===== config.mk =====
export PLATFORM = sky130hd
export DESIGN_NAME = vx_ibuffer_sched
export DESIGN_NICKNAME = d
export VERILOG_FILES = /design/src/rtl/vx_ibuffer_sched.sv
export SDC_FILE = /design/constraint.sdc
export NUM_CORES = 1
export LEC_CHECK = 0
export ABC_CLOCK_PERIOD_IN_PS = 6550
export BUFFER_PORTS_ARGS = -buffer_cell sky130_fd_sc_hd__buf_2
export CORE_UTILIZATION = 25
export CTS_BUF_LIST = sky130_fd_sc_hd__clkbuf_8 sky130_fd_sc_hd__clkbuf_16
export DETAILED_ROUTE_END_ITERATION = 16
export HOLD_SLACK_MARGIN = 0.05
export PLACE_DENSITY = 0.39
export SYNTH_ARGS = -nofsm -noshare
export SYNTH_HDL_FRONTEND = slang
export SYNTH_SLANG_ARGS = --single-unit

===== constraint.sdc =====
create_clock -name clk -period 6.55 [get_ports clk]
set_input_delay 1.31 -clock clk [delete_from_list [all_inputs] [get_ports clk]]
set_output_delay 1.31 -clock clk [all_outputs]
set_load 0.02 [all_outputs]

===== src/rtl/vx_ibuffer_sched.sv =====
// Per-warp instruction FIFOs feeding a round-robin issue stage with a registered output.
// Optional feature: define VX_IBUF_BYPASS_EN to let an enqueue to an idle buffer skip its queue.
module vx_ibuffer_sched #(
    parameter int  NUM_WARPS = 4,
    parameter int  DEPTH     = 4,
    parameter int  DATAW     = 64,
    localparam int WIDW      = $clog2(NUM_WARPS),
    localparam int CNTW      = $clog2(DEPTH + 1)
) (
    input  logic                      clk,
    input  logic                      reset_n,
    input  logic                      enq_valid,
    input  logic [WIDW-1:0]           enq_wid,
    input  logic [DATAW-1:0]          enq_data,
    output logic                      enq_ready,
    output logic                      deq_valid,
    output logic [WIDW-1:0]           deq_wid,
    output logic [DATAW-1:0]          deq_data,
    input  logic                      deq_ready,
    input  logic [NUM_WARPS-1:0]      stall_mask,
    input  logic                      flush_valid,
    input  logic [WIDW-1:0]           flush_wid,
    output logic [NUM_WARPS*CNTW-1:0] used,
    output logic [NUM_WARPS-1:0]      empty_mask,
    output logic [NUM_WARPS-1:0]      full_mask
);
    localparam int PTRW = $clog2(DEPTH);

    logic [DATAW-1:0] mem_q    [NUM_WARPS][DEPTH];
    logic [PTRW-1:0]  rd_ptr_q [NUM_WARPS];
    logic [PTRW-1:0]  rd_ptr_d [NUM_WARPS];
    logic [PTRW-1:0]  wr_ptr_q [NUM_WARPS];
    logic [PTRW-1:0]  wr_ptr_d [NUM_WARPS];
    logic [CNTW-1:0]  used_q   [NUM_WARPS];
    logic [CNTW-1:0]  used_d   [NUM_WARPS];

    logic             deq_valid_q, deq_valid_d;
    logic [WIDW-1:0]  deq_wid_q, deq_wid_d;
    logic [DATAW-1:0] deq_data_q, deq_data_d;
    logic [WIDW-1:0]  rr_ptr_q, rr_ptr_d;

    logic [NUM_WARPS-1:0] flush_hit, eligible, push, pop;
    logic                 load, enq_fire, any_elig, bypass;
    logic [WIDW-1:0]      grant;

    function automatic logic [PTRW-1:0] ptr_inc(input logic [PTRW-1:0] p);
        return (p == PTRW'(DEPTH - 1)) ? '0 : p + PTRW'(1);
    endfunction

    always_comb begin
        for (int w = 0; w < NUM_WARPS; w++) begin
            flush_hit[w]            = flush_valid && (flush_wid == WIDW'(w));
            empty_mask[w]           = (used_q[w] == '0);
            full_mask[w]            = (used_q[w] == CNTW'(DEPTH));
            used[w*CNTW +: CNTW]    = used_q[w];
            eligible[w]             = !empty_mask[w] && !stall_mask[w] && !flush_hit[w];
        end
    end

    assign enq_ready = !full_mask[enq_wid] && !flush_hit[enq_wid];
    assign enq_fire  = enq_valid && enq_ready;
    assign load      = !deq_valid_q || deq_ready;

    // Search starts one past the last granted warp so every eligible warp gets a turn.
    always_comb begin
        // NOTE: every always_comb output gets a default first so no path can infer a latch.
        any_elig = 1'b0;
        grant    = rr_ptr_q;
        for (int i = 1; i <= NUM_WARPS; i++) begin
            if (!any_elig && eligible[(int'(rr_ptr_q) + i) % NUM_WARPS]) begin
                any_elig = 1'b1;
                grant    = WIDW'((int'(rr_ptr_q) + i) % NUM_WARPS);
            end
        end
    end

`ifdef VX_IBUF_BYPASS_EN
    assign bypass = load && !any_elig && enq_fire && empty_mask[enq_wid] && !stall_mask[enq_wid];
`else
    assign bypass = 1'b0;
`endif

    always_comb begin
        for (int w = 0; w < NUM_WARPS; w++) begin
            push[w]     = enq_fire && !bypass && (enq_wid == WIDW'(w));
            pop[w]      = load && any_elig && (grant == WIDW'(w));
            rd_ptr_d[w] = rd_ptr_q[w];
            wr_ptr_d[w] = wr_ptr_q[w];
            used_d[w]   = used_q[w];
            if (flush_hit[w]) begin
                rd_ptr_d[w] = '0;
                wr_ptr_d[w] = '0;
                used_d[w]   = '0;
            end else begin
                if (push[w]) wr_ptr_d[w] = ptr_inc(wr_ptr_q[w]);
                if (pop[w])  rd_ptr_d[w] = ptr_inc(rd_ptr_q[w]);
                used_d[w] = used_q[w] + CNTW'(push[w]) - CNTW'(pop[w]);
            end
        end
    end

    always_comb begin
        deq_valid_d = deq_valid_q;
        deq_wid_d   = deq_wid_q;
        deq_data_d  = deq_data_q;
        rr_ptr_d    = rr_ptr_q;
        if (load) begin
            if (any_elig) begin
                deq_valid_d = 1'b1;
                deq_wid_d   = grant;
                deq_data_d  = mem_q[grant][rd_ptr_q[grant]];
                rr_ptr_d    = grant;
            end else if (bypass) begin
                deq_valid_d = 1'b1;
                deq_wid_d   = enq_wid;
                deq_data_d  = enq_data;
                rr_ptr_d    = enq_wid;
            end else begin
                deq_valid_d = 1'b0;
            end
        end else if (flush_valid && (flush_wid == deq_wid_q)) begin
            // A stalled output belonging to the flushed warp is discarded.
            deq_valid_d = 1'b0;
        end
    end

    // NOTE: the payload array has no reset; used_q gates every read, so stale contents are never visible.
    always_ff @(posedge clk) begin
        for (int w = 0; w < NUM_WARPS; w++) begin
            if (push[w]) mem_q[w][wr_ptr_q[w]] <= enq_data;
        end
    end

    // NOTE: sequential state uses non-blocking assignments so all registers update together at the edge.
    always_ff @(posedge clk or negedge reset_n) begin
        if (!reset_n) begin
            for (int w = 0; w < NUM_WARPS; w++) begin
                rd_ptr_q[w] <= '0;
                wr_ptr_q[w] <= '0;
                used_q[w]   <= '0;
            end
            deq_valid_q <= 1'b0;
            deq_wid_q   <= '0;
            deq_data_q  <= '0;
            rr_ptr_q    <= WIDW'(NUM_WARPS - 1);
        end else begin
            for (int w = 0; w < NUM_WARPS; w++) begin
                rd_ptr_q[w] <= rd_ptr_d[w];
                wr_ptr_q[w] <= wr_ptr_d[w];
                used_q[w]   <= used_d[w];
            end
            deq_valid_q <= deq_valid_d;
            deq_wid_q   <= deq_wid_d;
            deq_data_q  <= deq_data_d;
            rr_ptr_q    <= rr_ptr_d;
        end
    end

    assign deq_valid = deq_valid_q;
    assign deq_wid   = deq_wid_q;
    assign deq_data  = deq_data_q;

endmodule


==> results.ini <==
[synth]
yosysSeqAreaShare=0.768
yosys-top-cells-area=edfxtp_1, mux4_2, dfrtp_1
synthCells=1939
yosys_warnings=0
syn_area_mm2=0.0432
synth_top_area_cell=edfxtp_1
async_reset_ff_frac=0.0865
yosys.area.top_type_share=0.712
ys.flop_type=edfxtp_1
synth_area_per_cell_um2=22.3
synth_enable_flop_cells=1024
syn-num-nets=2048
yosys_register_bits=1121
synth_cell_types=49

[die]
die_w_um=418
die_area_mm2=0.175
num_io_pins=165
die_h_um=418
start_util=0.252
rows=152
coreArea_mm2=0.172

[drt]
ant_nets=0
via_count=20200
drtPass1Iterations=4
wl_per_cell_um=26.2
remaining_drc_errors=0
routed_wirelength_um=120000
via_per_inst=4.41
drt_iter0_markers=1528

[global_routing]
grt_pass1_vias=22100
grt_usage=0.138
overflow=0
grt_first_pass_wirelength_um=170000
grt_max_degree=127
antenna_found_initial=24

[clocking]
cts_sinks=1121
cts_setup_buffers=0
cts_made_buffers=118
htreeDepth=3
clock_latency_ns=0.77
cts-resized-gates=0
cts_hold_buf=0
cts_buffer_depth=3
cts.clk_slew.worst_paths_ns=0.06
tritoncts=done
root_buffer=clkbuf_16

[worst_setup_path]
crit_path_frequent_cell=buf_12
crit_slowest_cell=mux4_2
cp_num_buf_inv=3
crit_family=buffers and inverters
worstSetupPathType=in2reg
critical_path.startpoint=flush_valid
path_max_fanout=76
cp-end-kind=flop
crit_chain=buf_2, nor3b_4, nor3_1, nor2b_1, a211oi_4, buf_12, buf_12, mux4_2, mux2i_1, a2bb2oi_1, o21ai_1
crit_path_start_kind=primary input
r2r_slack_ns=2.24
cp.arrival_ns=5.06
max_stage_delay_ns=0.58
crit_required_ns=7.16
reg2reg_from=used[4]
rr_endpoint=deq_data[8]
r2r_cells=10

[status]
outcome=complete, no violations

[sta]
slew_violations=0
worstMarginPinSlew_ns=1.07
max_slew_margin=0.284
min_period_ns=4.45
finClkSkew_ns=0.0734
rsz0062_at_grt=false
finalSetupViolations=0
final.setup.tns_ns=0
setup_ws_ns=2.10
finalCritPeriodShare=0.680
final_hold_viol_count=0
max_clock_freq_mhz=225

[final_layout]
finalInstanceArea_mm2=0.0509
final_cell_count_no_fill=4582
nNetsFinal=2273
layout_commonest_cell=edfxtp_1
most-common-layout-cells=edfxtp_1, mux4_2, buf_2
drive_above_1_share=0.293
syn2layout_area_growth_pct=17.9

[placed_design]
place_inst=4354
hpwl_um=59200
pre_cts_ws_ns=1.21
placed_area_mm2=0.0469
routabilityCongestion=0.711
portBuffers=164

[flow_run]
drv_cap=0

[power_and_ir_drop]
vdd_drop_max_mv=0.717
leakage_nw=16.6
p_per_area_mw_per_mm2=479

[worst_hold_path]
hold_path_class=in2async

cells by family (layout without fill, tap and decap cells):
logic type	count (synthesis)	count (layout)	synth area share
compound gates	156	156	0.0250
xor+xnor	10	10	0.00203
fa+ha+maj	32	32	0.00996
buf+inv	120	450	0.0154
flops	1121	1121	0.768
mux	395	395	0.166
other cells	0	3	0
simple gates	105	105	0.0139
cell usage after synthesis (5+ instances only):
library cell / instances
mux2i_1: 138
nor2_1: 31
edfxtp_1: 1024
buf_2: 23
xnor2_1: 6
and2_1: 16
buf_1: 12
a2bb2oi_1: 65
nor2b_1: 7
a21oi_1: 13
nor3_1: 12
o21ai_1: 64
nand2_1: 6
mux4_2: 257
buf_4: 21
ha_1: 28
clkbuf_1: 26
dfrtp_1: 95
buf_6: 14
inv_1: 23
nor3b_1: 5
routing by layer:
layer	track usage	vias up	share of wire	wire, um
met5	0	-	0.00072	86
met1	0.185	11100	0.45	54000
met3	0.0228	163	0.041	4900
met2	0.230	421	0.49	58800
li1	-	8548	-	-
met4	0.0371	14	0.018	2210
how the worst max path moves through the flow:
stage | slack (ns) | cells past startpoint | end
after floorplan | 2.19 | 17 | used[2]
after global placement | 1.24 | 11 | deq_data[19]
after detailed placement | 1.21 | 11 | deq_data[15]
after CTS | 2.04 | 11 | deq_data[15]
after global routing | 1.70 | 11 | deq_data[13]
final | 2.10 | 11 | deq_data[8]
through the flow:
stage                      util  total power, mW  hold WS [ns]
after floorplan               -             15.5         0.509
after global placement    0.274             18.0         0.479
after detailed placement  0.274             18.1         0.490
after CTS                 0.297             24.9         0.392
after global routing      0.297             25.7         0.428
final                     0.297             24.4         0.461
sequential cells by signal, summed over array words and instances, names as in the netlist:
name       cells
rr_ptr_q       2
deq_wid        2
deq_valid      1
deq_data      64
mem_q       1024
used          12
wr_ptr_q       8
rd_ptr_q       8
power breakdown:
group / switching, mW / total [mW] / internal (mW)
clock: 2.86 / 6.76 / 3.90
combinational: 4.78 / 8.89 / 4.11
sequential: 0.334 / 8.73 / 8.40
total: 7.98 / 24.4 / 16.4
layout make-up:
class | instances | area [um^2]
Antenna cell | 3 | 7.51
Multi-Input combinational cell | 698 | 9430
Inverter | 23 | 86.3
Fill cell | 16700 | 121000
Tap cell | 2310 | 2890
Timing Repair Buffer | 202 | 1360
Sequential cell | 1121 | 33200
Clock inverter | 99 | 910
Clock buffer | 126 | 3070
worst register-to-register path, cell delays in order, from the launching register on:
cell and delay, ns:
dfrtp_1 0.45, nor3_1 0.60, nor3_2 0.16, nor2b_1 0.20, a211oi_4 0.37, buf_12 0.52, buf_12 0.65, mux4_2 0.69
mux2i_1 0.25, a2bb2oi_1 0.19, o21ai_1 0.08
Power figures use the tool's default switching activity.
